File: src/rtl/ram_access_sequencer.sv
// Turns mapper level strobes into single req/ack transactions to the memory controller.
// Define RAM_ACCESS_SEQUENCER_RFSH_FWD_EN to forward MSX refresh cycles as refresh requests.
module ram_access_sequencer #(
    parameter int ADDR_WIDTH = 23,
    parameter int TIMEOUT    = 255
) (
    input  logic                  CLK,
    input  logic                  RESET_n,
    input  logic [ADDR_WIDTH-1:0] ADDR,
    input  logic                  OE_n,
    input  logic                  WE_n,
    input  logic [15:0]           DIN,
    input  logic                  DIN_SIZE,
    input  logic                  RFSH_n,
    output logic [15:0]           DOUT,
    output logic                  MEM_REQ,
    output logic                  MEM_WE,
    output logic                  MEM_RFSH,
    output logic [ADDR_WIDTH-2:0] MEM_ADDR,
    output logic [1:0]            MEM_BE,
    output logic [15:0]           MEM_DIN,
    input  logic                  MEM_ACK,
    input  logic [15:0]           MEM_DOUT,
    output logic                  BUSY,
    output logic                  TIMEOUT_ERR
);

    localparam int CW = (TIMEOUT > 1) ? $clog2(TIMEOUT) : 1;
    localparam logic [CW-1:0] TO_LAST = (TIMEOUT > 0) ? CW'(TIMEOUT - 1) : '0;

    typedef enum logic {
        S_IDLE,
        S_REQ
    } state_t;

    typedef enum logic [1:0] {
        K_RD,
        K_WR,
        K_RF
    } kind_t;

    state_t                state_q;
    kind_t                 kind_q;
    logic [CW-1:0]         cnt_q;

    logic                  oe_prev_q;
    logic                  we_prev_q;

    logic                  rd_pend_q, rd_pend_d;
    logic [ADDR_WIDTH-1:0] rd_addr_q, rd_addr_d;
    logic                  rd_size_q, rd_size_d;

    logic                  wr_pend_q, wr_pend_d;
    logic [ADDR_WIDTH-1:0] wr_addr_q, wr_addr_d;
    logic [15:0]           wr_din_q, wr_din_d;
    logic                  wr_size_q, wr_size_d;

    logic                  req_q;
    logic                  we_q;
    logic [ADDR_WIDTH-2:0] addr_q;
    logic [1:0]            be_q;
    logic [15:0]           din_q;
    logic [15:0]           dout_q;
    logic                  err_q;

    logic                  rd_ev;
    logic                  wr_ev;
    logic                  to_hit;
    logic                  fin;

`ifdef RAM_ACCESS_SEQUENCER_RFSH_FWD_EN
    logic                  rf_prev_q;
    logic                  rf_pend_q, rf_pend_d;
    logic                  rf_ev;
    logic                  rfsh_q;
`else
    logic                  unused_rfsh;
`endif

    function automatic logic [1:0] lane_be(input logic a0, input logic sz);
        lane_be = sz ? 2'b11 : (a0 ? 2'b10 : 2'b01);
    endfunction

    assign to_hit = (TIMEOUT > 0) && (cnt_q == TO_LAST);

    // A finishing transaction clears its own flag first, so a same-type
    // event landing on the ACK edge survives as the next pending request.
    always_comb begin
        rd_ev     = oe_prev_q & ~OE_n;
        wr_ev     = we_prev_q & ~WE_n;
        fin       = (state_q == S_REQ) & (MEM_ACK | to_hit);

        rd_pend_d = rd_pend_q;
        rd_addr_d = rd_addr_q;
        rd_size_d = rd_size_q;
        if (fin && kind_q == K_RD) rd_pend_d = 1'b0;
        if (rd_ev) begin
            rd_pend_d = 1'b1;
            rd_addr_d = ADDR;
            rd_size_d = DIN_SIZE;
        end

        wr_pend_d = wr_pend_q;
        wr_addr_d = wr_addr_q;
        wr_din_d  = wr_din_q;
        wr_size_d = wr_size_q;
        if (fin && kind_q == K_WR) wr_pend_d = 1'b0;
        if (wr_ev) begin
            wr_pend_d = 1'b1;
            wr_addr_d = ADDR;
            wr_din_d  = DIN;
            wr_size_d = DIN_SIZE;
        end
    end

`ifdef RAM_ACCESS_SEQUENCER_RFSH_FWD_EN
    always_comb begin
        rf_ev     = rf_prev_q & ~RFSH_n;
        rf_pend_d = rf_pend_q;
        if (fin && kind_q == K_RF) rf_pend_d = 1'b0;
        if (rf_ev) rf_pend_d = 1'b1;
    end
`endif

    always_ff @(posedge CLK) begin
        if (!RESET_n) begin
            state_q   <= S_IDLE;
            kind_q    <= K_RD;
            cnt_q     <= '0;
            oe_prev_q <= 1'b1;
            we_prev_q <= 1'b1;
            rd_pend_q <= 1'b0;
            rd_addr_q <= '0;
            rd_size_q <= 1'b0;
            wr_pend_q <= 1'b0;
            wr_addr_q <= '0;
            wr_din_q  <= '0;
            wr_size_q <= 1'b0;
            req_q     <= 1'b0;
            we_q      <= 1'b0;
            addr_q    <= '0;
            be_q      <= '0;
            din_q     <= '0;
            dout_q    <= '0;
            err_q     <= 1'b0;
`ifdef RAM_ACCESS_SEQUENCER_RFSH_FWD_EN
            rf_prev_q <= 1'b1;
            rf_pend_q <= 1'b0;
            rfsh_q    <= 1'b0;
`endif
        end else begin
            oe_prev_q <= OE_n;
            we_prev_q <= WE_n;
            rd_pend_q <= rd_pend_d;
            rd_addr_q <= rd_addr_d;
            rd_size_q <= rd_size_d;
            wr_pend_q <= wr_pend_d;
            wr_addr_q <= wr_addr_d;
            wr_din_q  <= wr_din_d;
            wr_size_q <= wr_size_d;
`ifdef RAM_ACCESS_SEQUENCER_RFSH_FWD_EN
            rf_prev_q <= RFSH_n;
            rf_pend_q <= rf_pend_d;
`endif
            unique case (state_q)
                S_IDLE: begin
                    cnt_q <= '0;
                    if (wr_pend_q) begin
                        state_q <= S_REQ;
                        kind_q  <= K_WR;
                        req_q   <= 1'b1;
                        we_q    <= 1'b1;
                        addr_q  <= wr_addr_q[ADDR_WIDTH-1:1];
                        be_q    <= lane_be(wr_addr_q[0], wr_size_q);
                        din_q   <= wr_size_q ? wr_din_q : {2{wr_din_q[7:0]}};
`ifdef RAM_ACCESS_SEQUENCER_RFSH_FWD_EN
                        rfsh_q  <= 1'b0;
`endif
                    end else if (rd_pend_q) begin
                        state_q <= S_REQ;
                        kind_q  <= K_RD;
                        req_q   <= 1'b1;
                        we_q    <= 1'b0;
                        addr_q  <= rd_addr_q[ADDR_WIDTH-1:1];
                        be_q    <= lane_be(rd_addr_q[0], rd_size_q);
`ifdef RAM_ACCESS_SEQUENCER_RFSH_FWD_EN
                        rfsh_q  <= 1'b0;
`endif
                    end
`ifdef RAM_ACCESS_SEQUENCER_RFSH_FWD_EN
                    else if (rf_pend_q) begin
                        state_q <= S_REQ;
                        kind_q  <= K_RF;
                        req_q   <= 1'b1;
                        we_q    <= 1'b0;
                        be_q    <= 2'b00;
                        rfsh_q  <= 1'b1;
                    end
`endif
                end
                S_REQ: begin
                    if (MEM_ACK) begin
                        state_q <= S_IDLE;
                        req_q   <= 1'b0;
                        if (kind_q == K_RD) dout_q <= MEM_DOUT;
                    end else if (to_hit) begin
                        state_q <= S_IDLE;
                        req_q   <= 1'b0;
                        err_q   <= 1'b1;
                    end else begin
                        cnt_q <= cnt_q + 1'b1;
                    end
                end
                default: state_q <= S_IDLE;
            endcase
        end
    end

    assign MEM_REQ     = req_q;
    assign MEM_WE      = we_q;
    assign MEM_ADDR    = addr_q;
    assign MEM_BE      = be_q;
    assign MEM_DIN     = din_q;
    assign DOUT        = dout_q;
    assign BUSY        = (state_q == S_REQ);
    assign TIMEOUT_ERR = err_q;

`ifdef RAM_ACCESS_SEQUENCER_RFSH_FWD_EN
    assign MEM_RFSH = rfsh_q;
`else
    assign MEM_RFSH    = 1'b0;
    assign unused_rfsh = RFSH_n;
`endif

endmodule

File: config.mk
export PLATFORM = sky130hd
export DESIGN_NAME = ram_access_sequencer
export DESIGN_NICKNAME = d
export VERILOG_FILES = /design/src/rtl/ram_access_sequencer.sv
export SDC_FILE = /design/constraint.sdc
export NUM_CORES = 1
export LEC_CHECK = 0
export BUFFER_PORTS_ARGS = -buffer_cell sky130_fd_sc_hd__clkbuf_2
export CORE_UTILIZATION = 50
export DETAILED_ROUTE_END_ITERATION = 7
export PLACE_DENSITY = 0.72
export SETUP_SLACK_MARGIN = 0.3
export SLEW_MARGIN = 20
export SYNTH_ARGS = -nofsm -noshare
export SYNTH_HDL_FRONTEND = slang
export SYNTH_SLANG_ARGS = --single-unit
export TNS_END_PERCENT = 1
File: constraint.sdc
create_clock -name CLK -period 3.2 [get_ports CLK]
set_clock_uncertainty 0.2 [all_clocks]
set_input_delay 0.32 -clock CLK [delete_from_list [all_inputs] [get_ports CLK]]
set_output_delay 0.32 -clock CLK [all_outputs]
set_load 0.01 [all_outputs]
; ---- Yosys cells after proc, flatten, opt, wreduce, memory -nomap -nowiden
; Index checks and enable logic that the tools add are counted.
; W data, S select, Z words.
[totals]
elab_cells = 76
regBits = 138
out_inout_bits = 61
in_bits = 62
[classes]
mux = 30
add_sub_neg = 1
eq_ne = 6
n_reduce_logical = 12
n_bitwise = 8
[ops]
columns = op, count
row1 = $mux W22, 2
row2 = $mux W16, 1
row3 = $mux W2, 8
row4 = $mux W8, 2
row5 = $pmux W8 S2, 1
row6 = $mux W1, 14
row7 = $add A8 B1 Y8 const B, 1
row8 = $eq A8 B8 Y1 const B, 1
row9 = $reduce_and A2 Y1, 4
row10 = $reduce_and A3 Y1, 2
row11 = $reduce_bool A2 Y1, 3
row12 = $ne A2 B2 Y1 const B, 2
row13 = $not A1 Y1, 4
row14 = $pmux W1 S2, 2
row15 = $and A1 B1 Y1, 3
row16 = $ne A3 B2 Y1 const B, 1
row17 = $ne A3 B3 Y1 const B, 1
row18 = $eq A2 B1 Y1 const B, 1
row19 = $logic_and A1 B1 Y1, 2
row20 = $logic_not A2 Y1, 1
row21 = $or A1 B1 Y1, 1

; ---- Longest topological paths before layout
[logic_depth]
ltp_word = 6
mapped_depth = 5
mapped_depth_nobuf = 5

; ---- Worst setup path before layout
; No wires, ideal clock.
[synth_timing]
path_type = register to register
from = register cnt_q[0]
to = register cnt_q[6]
slack_ns = 1.639
setup_ns = 0.135
synth_period_minus_slack_ns = 1.561
t_arrival_ns = 1.225
required_ns = 2.865
n_path_buf = 0
stages_incl_launch_ff = 6
cell_sequence = dfxtp_1 inv_1 ha_1 and2_1 o311ai_0 o41ai_1
[synth_via]
elab_chain_cells = 4
elab_cells_between_ends = 7
classes_between = 1 x add/sub / 2 x eq/ne / 3 x mux / 1 x reduce/logical
[synth_rtl]
columns = element, line
row1 = "start, declared", 44  ; logic [CW-1:0] cnt_q;
row2 = "start signal, assigned", 211  ; cnt_q <= cnt_q + 1'b1;
row3 = $add A8 B1 Y8, 211
row4 = $mux W8, 206  ; end else if (to_hit) begin
row5 = $mux W8, 202  ; if (MEM_ACK) begin
row6 = $pmux W8 S2, 165  ; unique case (state_q)
; Parallel ways exist; a longest one is shown, timed or not. The select of a mux whose other input is x is not followed.
; A chain may end at the register's enable or synchronous reset.

; ---- Worst setup path in the final report
[layout_timing]
from = register state_q, in the netlist BUSY
to = register be_q[0], in the netlist MEM_BE[0]
[layout_via]
elab_chain_cells = 2
[layout_rtl]
columns = element, line
row1 = "start, declared", 42  ; state_t state_q;
row2 = "start signal, assigned", 127  ; state_q <= S_IDLE;
row3 = "start signal, assigned", 169  ; state_q <= S_REQ;
row4 = "start signal, assigned", 180  ; state_q <= S_REQ;
row5 = $not A1 Y1 (no source line), n/a
row6 = $reduce_and A2 Y1 (no source line), n/a
row7 = "end signal, assigned", 174  ; be_q <= lane_be(wr_addr_q[0], wr_size_q);
row8 = "end signal, assigned", 185  ; be_q <= lane_be(rd_addr_q[0], rd_size_q);
row9 = "end, declared", 61  ; logic [1:0] be_q;
; No other way between the ends.

==> results.py <==
metrics = {
    "place": {
        "io_buffers": 120,
        "finalWeightedCongestion": 0.758,
        "dpl.hpwl_um": 7590,
    },
    "clocking": {
        "cts.htree.levels": 4,
        "cts_buffers": 17,
        "clock_path_buffers": 2,
        "cts_tree": "done",
        "path_clk_slew_ns": 0.06,
        "clock_latency_ns": 0.53,
        "clock_sinks": 136,
        "cts_resized": 0,
        "cts-root-buf": "clkbuf_8",
    },
    "finish": {
        "num_antenna_cells": 0,
        "nNetsFinal": 845,
        "fillerInstances": 825,
        "area_growth_pct": 33.3,
        "layout-drive-gt1-share": 0.207,
        "utilization": 0.686,
    },
    "setup_path": {
        "rr_startpoint": "BUSY",
        "critPathRequiredTime_ns": 3.45,
        "critPathMaxFanout": 46,
        "cp-end-kind": "flop",
        "crit_chain": "o21ba_2 -> o221ai_1 -> a21boi_0",
        "max_stage_delay_ns": 0.96,
        "cp_slowest_cell": "o21ba_2",
        "worstSetupPathType": "flop to flop",
        "startpoint": "BUSY",
        "start_kind": "flop",
        "critPathArrivalTime_ns": 2.40,
    },
    "global_route": {
        "use_met1": 0.260,
        "use_met3": 0.0617,
        "use_met2": 0.428,
        "grt-ovfl-total": 0,
        "grt_pass1_vias": 4697,
        "grt.busiest_layer": "met2",
        "grt_pass1_wl_um": 21400,
        "track_usage": 0.239,
        "grt_max_degree": 68,
        "antenna_found_initial": 0,
    },
    "synth": {
        "ys_ff_latch": 136,
        "yosysWarnings": 0,
        "synth-seq-area-share": 0.486,
        "synth.avg_cell_area_um2": 9.07,
        "async_flop_share": 0,
        "synth_edf_count": 0,
        "synth_fp_nets": 682,
        "ys.flop_type": "dfxtp_1",
        "syn-cell-area_um2": 5600,
        "netlist_instances": 618,
        "yosysUniqueCellTypes": 43,
    },
    "route": {
        "avgViaCountPerCell": 5.13,
        "drtIter0Drc": 229,
        "ant_nets": 0,
        "vias": 4789,
        "wl_um": 13300,
        "post-route-drc-count": 0,
        "first_pass_iters": 5,
        "wl_per_cell_um": 14.2,
    },
    "sta": {
        "hold_violations": 0,
        "tns_ns": 0,
        "final.period_utilization": 0.670,
        "slew_headroom": 0.333,
        "finalSetupViolations": 0,
        "post-route-min-period_ns": 2.14,
        "slew_violations": 0,
        "tightest_slew_ns": 1.00,
        "max_freq_ghz": 0.466,
        "hold-worst-slack_ns": 0.0316,
        "rsz0062_at_grt": "no",
    },
    "outcome": {
        "status": "complete, no violations",
    },
    "pwr": {
        "power.density_nw_per_um2": 611,
        "max-vdd-ir-drop_uv": 398,
        "total_power_w": 0.00456,
        "power.leakage_nw": 3.36,
    },
    "worst_hold_path": {
        "worstHoldPathType": "input pin to flop",
        "min_from": "MEM_ACK",
    },
    "floorplan": {
        "core_um2": 10900,
        "dieArea_um2": 11600,
        "die_w_um": 108,
        "die_h_um": 108,
        "pin_count": 123,
        "initial_core_util": 0.515,
        "rows": 38,
    },
    "job": {
        "maxCapViolCount": 0,
    },
}
## logic make-up (layout without fill, tap and decap cells)
| logic type | after synthesis | count (layout) | share of synthesized area |
|---|---|---|---|
| other | 1 | 1 | 0.000669 |
| multiplexers | 33 | 33 | 0.0590 |
| flip-flops | 136 | 136 | 0.486 |
| AO/OA/AOI/OAI | 147 | 147 | 0.210 |
| AND/OR/NAND/NOR | 246 | 246 | 0.181 |
| buffers and inverters | 53 | 229 | 0.0592 |
| adder cells (fa/ha/maj) | 2 | 2 | 0.00447 |
## path summary, 6_finish.rpt
path | to | slack, ns | depth (start not counted)
setup reg to reg | MEM_BE[0] | 1.06 | 3
setup / recovery | MEM_BE[0] | 1.06 | 3
hold / removal | cnt_q[2] | 0.03 | 3
hold reg to reg | wr_addr_q[9] | 0.25 | 2
## state kept, by name, indices dropped and copies added (netlist names)
signal       count
rd_addr_q       23
wr_addr_q       23
MEM_ADDR        22
DOUT            16
MEM_DIN         16
wr_din_q        16
cnt_q            8
MEM_BE           2
BUSY             1
MEM_REQ          1
MEM_WE           1
TIMEOUT_ERR      1
oe_prev_q        1
rd_pend_q        1
rd_size_q        1
we_prev_q        1
wr_pend_q        1
wr_size_q        1
## power by group
part | switching [W] | internal [W] | total [W] | leakage (nW)
Sequential | 0.0000702 | 0.00180 | 0.00187 | 1.11
Clock | 0.000697 | 0.00147 | 0.00217 | 0.322
Combinational | 0.000273 | 0.000247 | 0.000520 | 1.93
Total | 0.00104 | 0.00352 | 0.00456 | 3.36
## repair_timing
item | in CTS | in global routing
endpoints found under the hold margin | 82 | 0
setup buffers | 0 | 0
hold buffers | 69 | 0
## cell usage in the layout (no fill, tap or decap), types with 4 or more instances in the layout
cell type,n
nand2b_1,6
clkbuf_16,16
clkbuf_2,119
bufinv_16,5
clkbuf_8,7
dlygate4sd3_1,69
nor2b_1,4
nand2_1,216
a31oi_1,4
dfxtp_1,135
o211a_1,30
a21boi_1,26
o21ai_0,6
buf_4,6
mux2i_1,33
a21boi_0,66
## metal layers
| metal | share of wire | wire (µm) |
|---|---|---|
| met4 | 0.024 | 313 |
| met3 | 0.048 | 637 |
| met5 | 0 | 0 |
| met2 | 0.50 | 6620 |
| met1 | 0.43 | 5680 |
## critical path: cells and delay by family (launching register included)
family / cells / cell delay, ns
AOI/OAI and AO/OA: 3 / 1.42
DFF: 1 / 0.44
## cell usage after synthesis, types with 2 or more instances
cell type  count  area share
a21boi_0      66       0.088
nor2_1         2      0.0013
a21boi_1      26       0.035
nand4b_1       2      0.0031
inv_1          3      0.0020
a211oi_1       2      0.0027
dfxtp_1      136        0.49
buf_4          7      0.0094
clkbuf_1      13      0.0087
nand2_1      216        0.14
nand2b_1       8      0.0089
a21oi_1        3      0.0027
o211a_1       30       0.054
ha_1           2      0.0045
mux2i_1       33       0.059
buf_2         18       0.016
nor2b_1        5      0.0056
and2b_1        2      0.0027
and2_1         2      0.0022
o21ai_0        6      0.0054
buf_6         11       0.022
a31oi_1        4      0.0045
## stage by stage
step | instance area [µm²] | std cells | setup WS, ns
after floorplan | 5600 | 618 | 1.64
after global placement | 6110 | 833 | 1.12
after global routing | 7470 | 934 | 0.896
after CTS | 7470 | 934 | 1.04
final | 7470 | 934 | 1.06
after detailed placement | 6110 | 833 | 1.06
## area by class of cell
cell class | instances | area (µm²) | share of cell area
clock buffer | 26 | 508 | 0.0680
multi-input combinational | 429 | 2560 | 0.343
tap | 140 | 175 | 0.0235
timing repair buffer | 194 | 1330 | 0.178
clock inverter | 6 | 158 | 0.0211
sequential | 136 | 2720 | 0.365
inverter | 3 | 11.3 | 0.00151
Note: power is estimated with default switching activity, not from simulation.
